### src/rtl/video_source_switch.sv
// Frame-synchronised N-channel video source selector with one-cycle registered output.
// Optional forced-switch timeout compiled in with VSS_TIMEOUT_EN.
module video_source_switch #(
    parameter int                DATA_W      = 16,
    parameter int                NUM_CH      = 4,
    parameter int                SEL_W       = $clog2(NUM_CH),
    parameter int                INIT_SEL    = 0,
    parameter logic [NUM_CH-1:0] BIN_MASK    = 4'b1000,
    parameter int                TIMEOUT_CYC = 1048576
) (
    input  logic                     clk,
    input  logic                     rst_n,
    input  logic [SEL_W-1:0]         sel_req,
    input  logic                     sel_load,
    input  logic                     bin_invert,
    input  logic [NUM_CH-1:0]        in_vsync,
    input  logic [NUM_CH-1:0]        in_hsync,
    input  logic [NUM_CH-1:0]        in_de,
    input  logic [NUM_CH*DATA_W-1:0] in_data,
    output logic                     out_vsync,
    output logic                     out_hsync,
    output logic                     out_de,
    output logic [DATA_W-1:0]        out_data,
    output logic [SEL_W-1:0]         cur_sel,
    output logic                     busy,
    output logic                     timeout_err
);

    typedef enum logic {
        ST_RUN     = 1'b0,
        ST_WAIT_VS = 1'b1
    } state_t;

    localparam logic [SEL_W:0]   NUM_CH_W   = (SEL_W+1)'(NUM_CH);
    localparam logic [SEL_W-1:0] INIT_SEL_W = SEL_W'(INIT_SEL);

    function automatic logic [DATA_W-1:0] bin_expand(input logic bit0, input logic inv);
        bin_expand = inv ? {DATA_W{~bit0}} : {DATA_W{bit0}};
    endfunction

    state_t              r_state;
    state_t              w_state_nx;
    logic [SEL_W-1:0]    r_cur_sel;
    logic [SEL_W-1:0]    w_cur_sel_nx;
    logic [SEL_W-1:0]    r_target;
    logic [SEL_W-1:0]    w_target_nx;
    logic                r_busy;
    logic                w_busy_nx;
    logic                r_timeout_err;
    logic                w_timeout_err_nx;
    logic [NUM_CH-1:0]   r_vsync_d;
    logic [NUM_CH-1:0]   w_vs_rise;
    logic                w_load_ok;
    logic                w_switch;
    logic                w_force;
    logic [SEL_W-1:0]    w_src;
    logic                w_blank;
    logic [DATA_W-1:0]   w_px;
    logic                w_is_bin;
    logic                r_out_vsync;
    logic                r_out_hsync;
    logic                r_out_de;
    logic [DATA_W-1:0]   r_out_data;
    logic                w_out_vsync_nx;
    logic                w_out_hsync_nx;
    logic                w_out_de_nx;
    logic [DATA_W-1:0]   w_out_data_nx;

    assign w_vs_rise = in_vsync & ~r_vsync_d;
    assign w_load_ok = sel_load && ({1'b0, sel_req} < NUM_CH_W);

`ifdef VSS_TIMEOUT_EN
    localparam int               CNT_W    = $clog2(TIMEOUT_CYC) + 1;
    localparam logic [CNT_W-1:0] CNT_LAST = CNT_W'(TIMEOUT_CYC - 1);

    logic [CNT_W-1:0] r_cnt;
    logic             w_cnt_clr;

    // Any valid load while waiting either retargets or leaves WAIT_VS, so it always restarts the count.
    assign w_cnt_clr = (r_state != ST_WAIT_VS) || w_load_ok;
    assign w_force   = (r_state == ST_WAIT_VS) && (r_cnt == CNT_LAST);

    // Wait-for-vsync cycle counter
    always_ff @(posedge clk or negedge rst_n) begin
        if (!rst_n) begin
            r_cnt <= {CNT_W{1'b0}};
        end else if (w_cnt_clr) begin
            r_cnt <= {CNT_W{1'b0}};
        end else begin
            r_cnt <= r_cnt + CNT_W'(1);
        end
    end
`else
    assign w_force = 1'b0;
`endif

    // Control FSM next-state: switch completion is resolved before any same-cycle load
    always_comb begin
        w_state_nx       = r_state;
        w_cur_sel_nx     = r_cur_sel;
        w_target_nx      = r_target;
        w_busy_nx        = r_busy;
        w_timeout_err_nx = r_timeout_err;
        w_switch         = 1'b0;
        case (r_state)
            ST_RUN: begin
                if (w_load_ok && (sel_req != r_cur_sel)) begin
                    w_target_nx      = sel_req;
                    w_state_nx       = ST_WAIT_VS;
                    w_busy_nx        = 1'b1;
                    w_timeout_err_nx = 1'b0;
                end else begin
                    w_state_nx = ST_RUN;
                end
            end
            ST_WAIT_VS: begin
                if (w_vs_rise[r_target] || w_force) begin
                    w_switch     = 1'b1;
                    w_cur_sel_nx = r_target;
                    w_state_nx   = ST_RUN;
                    w_busy_nx    = 1'b0;
                    if (w_force && !w_vs_rise[r_target]) begin
                        w_timeout_err_nx = 1'b1;
                    end else begin
                        w_timeout_err_nx = r_timeout_err;
                    end
                    if (w_load_ok && (sel_req != r_target)) begin
                        w_target_nx      = sel_req;
                        w_state_nx       = ST_WAIT_VS;
                        w_busy_nx        = 1'b1;
                        w_timeout_err_nx = 1'b0;
                    end else begin
                        w_target_nx = r_target;
                    end
                end else if (w_load_ok) begin
                    if (sel_req == r_cur_sel) begin
                        w_target_nx = r_cur_sel;
                        w_state_nx  = ST_RUN;
                        w_busy_nx   = 1'b0;
                    end else begin
                        w_target_nx = sel_req;
                    end
                end else begin
                    w_state_nx = ST_WAIT_VS;
                end
            end
            default: begin
                w_state_nx   = ST_RUN;
                w_cur_sel_nx = INIT_SEL_W;
                w_target_nx  = INIT_SEL_W;
                w_busy_nx    = 1'b0;
            end
        endcase
    end

    // Source channel mux; on the switch edge the target's sample is already taken
    always_comb begin
        w_src    = w_switch ? r_target : r_cur_sel;
        w_blank  = (r_state == ST_WAIT_VS) && !w_switch;
        w_px     = {DATA_W{1'b0}};
        w_is_bin = 1'b0;
        for (int c = 0; c < NUM_CH; c++) begin
            w_px     = (w_src == SEL_W'(c)) ? in_data[c*DATA_W +: DATA_W] : w_px;
            w_is_bin = (w_src == SEL_W'(c)) ? BIN_MASK[c] : w_is_bin;
        end
        w_out_vsync_nx = in_vsync[w_src];
        w_out_hsync_nx = in_hsync[w_src];
        if (w_blank) begin
            w_out_de_nx   = 1'b0;
            w_out_data_nx = {DATA_W{1'b0}};
        end else begin
            w_out_de_nx   = in_de[w_src];
            w_out_data_nx = w_is_bin ? bin_expand(w_px[0], bin_invert) : w_px;
        end
    end

    // Control state registers; vsync history resets high so no edge fires right after reset
    always_ff @(posedge clk or negedge rst_n) begin
        if (!rst_n) begin
            r_state       <= ST_RUN;
            r_cur_sel     <= INIT_SEL_W;
            r_target      <= INIT_SEL_W;
            r_busy        <= 1'b0;
            r_timeout_err <= 1'b0;
            r_vsync_d     <= {NUM_CH{1'b1}};
        end else begin
            r_state       <= w_state_nx;
            r_cur_sel     <= w_cur_sel_nx;
            r_target      <= w_target_nx;
            r_busy        <= w_busy_nx;
            r_timeout_err <= w_timeout_err_nx;
            r_vsync_d     <= in_vsync;
        end
    end

    // Output pixel/sync registers
    always_ff @(posedge clk or negedge rst_n) begin
        if (!rst_n) begin
            r_out_vsync <= 1'b0;
            r_out_hsync <= 1'b0;
            r_out_de    <= 1'b0;
            r_out_data  <= {DATA_W{1'b0}};
        end else begin
            r_out_vsync <= w_out_vsync_nx;
            r_out_hsync <= w_out_hsync_nx;
            r_out_de    <= w_out_de_nx;
            r_out_data  <= w_out_data_nx;
        end
    end

    assign out_vsync   = r_out_vsync;
    assign out_hsync   = r_out_hsync;
    assign out_de      = r_out_de;
    assign out_data    = r_out_data;
    assign cur_sel     = r_cur_sel;
    assign busy        = r_busy;
    assign timeout_err = r_timeout_err;

endmodule

### config.mk
export PLATFORM = sky130hd
export DESIGN_NAME = video_source_switch
export DESIGN_NICKNAME = d
export VERILOG_FILES = /design/src/rtl/video_source_switch.sv
export SDC_FILE = /design/constraint.sdc
export NUM_CORES = 1
export LEC_CHECK = 0
export BUFFER_PORTS_ARGS = -buffer_cell sky130_fd_sc_hd__buf_4
export CORE_ASPECT_RATIO = 0.9
export CORE_MARGIN = 3
export CORE_UTILIZATION = 30
export CTS_CLUSTER_SIZE = 16
export DETAILED_ROUTE_END_ITERATION = 7
export SYNTH_ARGS = -nofsm -noshare
export SYNTH_HDL_FRONTEND = slang
export SYNTH_SLANG_ARGS = --single-unit
### constraint.sdc
create_clock -name clk -period 2.4 [get_ports clk]
set_input_delay 0.24 -clock clk [delete_from_list [all_inputs] [get_ports clk]]
set_output_delay 0.24 -clock clk [all_outputs]
set_load 0.005 [all_outputs]
[After elaboration in Yosys (flattened, before gate mapping)]
Index checks and enable logic that the tools add are counted.
Storage, ports and cells
  register bits: 30
  bits of input ports: 82
  output and inout bits: 23
  word-level logic and storage cells: 78
Operators by class
  order comparisons: 2
  equal/unequal tests: 12
  muxes and demuxes: 41
  bitwise operators: 4
  reductions and logical operators: 9
Operators with widths (number)
  two-way mux 16 bit: 7
  two-way mux 1 bit: 20
  two-way mux 2 bit: 6
  AND reduction 3 bit: 3
  binary-select mux 1 bit (select 2 bit): 4
  less-than comparator 2 x 3 -> 1 bit, second input constant: 2
  != test 3 x 2 -> 1 bit, second input constant: 2
  case mux 1 bit (2 select lines): 3
  AND 4 bit: 1
  == test 2 bit, second input constant: 2
  != test 2 x 1 -> 1 bit, second input constant: 2
  != test 2 bit: 2
  inverter 4 bit: 1
  case mux 2 bit (2 select lines): 1
  logical AND 1 bit: 3
  != test 3 x 1 -> 1 bit, second input constant: 1
  == test 2 x 1 -> 1 bit, second input constant: 1
  == test 2 bit: 1
  logical NOT 2 bit: 1
  != test 2 bit, second input constant: 1
  inverter 1 bit: 2
  AND reduction 2 bit: 1
  logical NOT 1 bit: 1

[Depth between registers and ports, before layout]
  depth after elaboration: 16
  depth in mapped cells: 9
  gate-level depth less buffers: 6

[Least setup slack after synthesis]
No wires, ideal clock.
  path type: reg-to-reg
  from: reg r_vsync_d[1]
  to: reg r_out_de (netlist: out_de)
  setup time: 0.119 ns
  arrival: 2.077 ns
  data required time: 2.281 ns
  slack: 0.204 ns
  stages on the path, launching flop included: 8
  buffers on the path: 1
  clock period less this slack: 2.196 ns
  cells stage by stage: dfstp_2 -> and3b_4 -> o21a_1 -> or3_1 -> buf_6 -> inv_6 -> mux4_2 -> and2_1
Between the ends
  longest elaborated chain between the ends: 10
  elaborated cells on any way between the ends: 12
  those cells by class: mux (8); bitwise (2); reduce/logical (2)
Ends and longest elaborated chain
  from (decl): RTL line 51  | logic [NUM_CH-1:0] r_vsync_d;
  from (signal assigned): RTL line 185  | r_vsync_d <= {NUM_CH{1'b1}};
  from (signal assigned): RTL line 192  | r_vsync_d <= in_vsync;
  inverter 4 bit *: RTL line 69  | assign w_vs_rise = in_vsync & ~r_vsync_d;
  AND 4 bit *: RTL line 69
  binary-select mux 1 bit (select 2 bit) *
  two-way mux 1 bit *
  two-way mux 1 bit *: RTL line 117  | if (w_vs_rise[r_target] || w_force) begin
  two-way mux 1 bit *: RTL line 105  | case (r_state)
  two-way mux 2 bit: RTL line 158  | w_src = w_switch ? r_target : r_cur_sel;
  binary-select mux 1 bit (select 2 bit): RTL line 172  | w_out_de_nx = in_de[w_src];
  two-way mux 1 bit (not written as such): RTL line 172
  two-way mux 1 bit *: RTL line 168  | if (w_blank) begin
  via w_out_de_nx: RTL line 66  | logic w_out_de_nx;
  to (signal assigned): RTL line 206  | r_out_de <= w_out_de_nx;
  to (decl): RTL line 62  | logic r_out_de;
The timed path passes the listed nets; every way through them passes the cells marked *. The select of a mux whose other input is x is not followed.
A chain may end at the register's enable or synchronous reset.

[Worst setup path in the final report]
  from: reg r_vsync_d[1]
  to: reg r_out_data[6] (netlist: out_data[6])
Between the ends
  longest elaborated chain between the ends: 16
  elaborated cells on any way between the ends: 22
  those cells by class: eq/ne (3); mux (13); bitwise (3); reduce/logical (3)
Ends and longest elaborated chain
  inverter 4 bit *: RTL line 69
  AND 4 bit *: RTL line 69
  binary-select mux 1 bit (select 2 bit) *
  two-way mux 1 bit *
  two-way mux 1 bit *: RTL line 117
  two-way mux 1 bit *: RTL line 105
  two-way mux 2 bit: RTL line 158
  logical NOT 2 bit
  two-way mux 16 bit (4 in series): RTL line 163  | w_px = (w_src == SEL_W'(c)) ? in_data[c*DATA_W +: DATA_W] : w_px;
  inverter 1 bit: RTL line 38  | bin_expand = inv ? {DATA_W{~bit0}} : {DATA_W{bit0}};
  two-way mux 16 bit: RTL line 38
  two-way mux 16 bit: RTL line 173  | w_out_data_nx = w_is_bin ? bin_expand(w_px[0], bin_invert) : w_px;
  two-way mux 16 bit *: RTL line 168
  via w_out_data_nx[6]: RTL line 67  | logic [DATA_W-1:0] w_out_data_nx;
  to (signal assigned): RTL line 202  | r_out_data <= {DATA_W{1'b0}};
  to (signal assigned): RTL line 207  | r_out_data <= w_out_data_nx;
  to (decl): RTL line 63  | logic [DATA_W-1:0] r_out_data;
Marked as above.

==> results.py <==
metrics = {
    "synth": {
        "synthArstFlopShare_pct": 100,
        "seq_area_frac_synth_pct": 45.1,
        "synth.distinct_cells": 43,
        "synth_fp_nets": 235,
        "synth_ff_type": "dfrtp_1",
        "ys_ff_latch": 29,
        "synth.avg_cell_area_um2": 10.6,
        "yosys_warnings": 0,
        "synthCells": 153,
        "synth_edf_count": 0,
        "netlist_area_mm2": 0.00162,
    },
    "route": {
        "route.met3.wl_um": 380,
        "dr_total_vias": 1542,
        "top_layer_used": "met4",
        "viasPerCell": 4.91,
        "dr_wl_met2_um": 2080,
        "drt-initial-drc-count": 73,
        "dr.pass1.iters": 4,
        "drc": 0,
        "wl_met1_um": 2040,
        "avgRoutedWirePerCell_um": 14.5,
        "finalWirelength_um": 4550,
        "ant_nets": 0,
    },
    "power": {
        "switching_share_pct": 35.8,
        "vdd_drop_max_mv": 0.435,
        "p_leak_nw": 1.23,
        "p_sw_mw": 1.01,
        "pwr-share-seq_pct": 27.7,
        "internal-power_mw": 1.81,
        "clkPwrFrac_pct": 21.2,
        "combPwrFrac_pct": 51.0,
        "power_density_mw_per_mm2": 1120,
    },
    "hold_path": {
        "min_to": "r_vsync_d[0]",
        "hp-class": "in -> reg",
        "worstHoldPathCells": 1,
        "worstHoldStart": "in_vsync[0]",
    },
    "cells_and_area": {
        "layout_commonest_cell": "buf_4",
        "diodes": 0,
        "area.sequential_um2": 731,
        "drive_above_1_share_pct": 47.8,
        "nFillCells": 497,
        "final_cell_mix": "buf_4 (98), dfrtp_1 (25), mux2i_1 (14)",
        "syn_to_final_growth_pct": 55.1,
        "nets": 330,
        "multi_input_area_um2": 800,
    },
    "grt": {
        "antenna_found_initial": 0,
        "grt_pass1_wl_um": 7150,
        "grt_max_degree": 30,
        "grt_pass1_vias": 1464,
        "gr-total-overflow": 0,
        "grt.total_usage_pct": 14.3,
    },
    "timing": {
        "skew_ns": 0.00541,
        "max_clock_freq_ghz": 0.448,
        "min_period_ns": 2.23,
        "finalHoldViolCount": 0,
        "fin_crit_sh_pct": 93.0,
        "finalSetupViolCount": 0,
        "rsz0062_at_grt": "false",
        "whs_ns": 0.0908,
        "tns_ns": 0,
        "slew_violations": 0,
    },
    "floorplan": {
        "die_area_mm2": 0.00632,
        "coreArea_mm2": 0.00501,
        "die_w_um": 83.5,
        "die_y_um": 75.7,
        "ios": 105,
        "rows": 24,
        "start_util_pct": 32.3,
    },
    "setup_path": {
        "end_kind": "register",
        "cp.required_ns": 2.54,
        "rr_worst_depth": 6,
        "cp-start-kind": "register",
        "reg2reg_from": "r_vsync_d[1]",
        "path_class": "reg -> reg",
        "cp_max_fo": 8,
        "regToRegSetupSlack_ns": 0.17,
        "rr_endpoint": "out_data[6]",
        "crit_arrival_ns": 2.37,
    },
    "cts": {
        "cts-htree-levels": 2,
        "clock_sinks": 29,
        "cts_tree": "yes",
        "cts_made_buffers": 5,
        "clk_transition_reported_paths_ns": 0.07,
        "cts_root_buffer": "clkbuf_8",
        "cts_buffer_depth": 2,
        "insertion_delay_ns": 0.28,
    },
    "run": {
        "maxCapViolations": 0,
    },
    "outcome": {
        "status": "completed",
    },
    "placement": {
        "dp_hpwl_um": 3420,
        "routabilityCongestion": 0.815,
        "port_buffers": 88,
    },
}
[repair_timing]
item	CTS	global route
hold buffers	1	0
buffers inserted	0	0
hold endpoints to repair	25	0
setup endpoints to repair	0	6
gates resized for setup	0	1
[final cells by class]
| type | instances | share of cell area (%) |
|---|---|---|
| Clock inverter | 3 | 2.59 |
| Multi-Input combinational cell | 108 | 31.8 |
| Clock buffer | 5 | 2.74 |
| Inverter | 5 | 0.945 |
| Tap cell | 65 | 3.23 |
| Timing Repair Buffer | 99 | 29.7 |
| Sequential cell | 29 | 29.1 |
[worst max-delay path, cell delays in order, from the launching register on]
cell and delay, ns:
dfstp_2 0.53, and3b_4 0.19, o21a_1 0.20, or3_1 0.46, buf_4 0.23, o31ai_4 0.39
a211oi_1 0.09
[metal layers]
layer	GRT usage, %	vias to the layer above
met2	22.6	58
met1	18.2	712
met3	5.19	4
li1	-	768
met4	5.89	0
met5	0	-
[cell usage after synthesis, types with 3 or more instances]
| library cell | count | area share [%] |
|---|---|---|
| a211oi_1 | 7 | 3.2 |
| a21oi_1 | 10 | 3.1 |
| a32oi_1 | 9 | 4.9 |
| buf_2 | 5 | 1.5 |
| buf_6 | 3 | 2.1 |
| dfrtp_1 | 25 | 39 |
| dfstp_2 | 4 | 6.5 |
| inv_1 | 4 | 0.93 |
| mux2i_1 | 14 | 8.6 |
| nand2_1 | 4 | 0.93 |
| nor2_1 | 7 | 1.6 |
| nor3_1 | 10 | 3.1 |
| o21ai_0 | 11 | 3.4 |
| xor2_1 | 5 | 2.7 |
[power by group through the flow]
stage / registers [mW] / logic [mW] / clock network [mW]
6_report: 0.783 / 1.44 / 0.599
5_1_grt: 0.805 / 1.59 / 0.634
4_1_cts: 0.784 / 1.46 / 0.617
3_5_place_dp: 0.790 / 1.45 / 0
3_3_place_gp: 0.788 / 1.44 / 0
2_1_floorplan: 0.787 / 0.877 / 0
[logic make-up (layout without fill, tap and decap cells)]
group,Yosys count,count (layout),synth area share (%)
flops,29,29,45.1
other cells,1,1,0.231
xor+xnor,5,5,2.70
mux,17,17,11.4
simple gates,37,37,13.4
buf+inv,16,112,6.02
compound gates,48,48,21.1
[worst max-delay path by stage]
stage | cells after the start | endpoint | startpoint | slack (ns)
6_report | 6 | out_data[6] | r_vsync_d[1] | 0.17
4_1_cts | 6 | out_data[6] | r_vsync_d[1] | 0.11
3_5_place_dp | 6 | out_data[8] | r_vsync_d[1] | 0.13
2_1_floorplan | 7 | out_de | r_vsync_d[1] | 0.20
5_1_grt | 6 | out_data[10] | r_target[0] | 0.02
3_3_place_gp | 6 | out_data[7] | r_vsync_d[1] | 0.16
[sequential cells by signal (all words and copies together) (netlist names)]
name	flops
out_data	16
out_de	1
cur_sel	2
r_target	2
out_hsync	1
busy	1
r_state	1
r_vsync_d	4
out_vsync	1
[metrics by stage]
step	area [um2]	utilization, %	total power, mW	setup slack (ns)	std cells
final	2510	50.1	2.82	0.168	314
after global routing	2510	50.1	3.03	0.0183	314
after CTS	2510	50.0	2.86	0.114	314
after detailed placement	2360	47.2	2.24	0.128	305
after global placement	2360	47.2	2.22	0.157	305
after floorplan	1620	-	1.66	0.204	153
No activity file was read; power rests on OpenSTA's default activity.
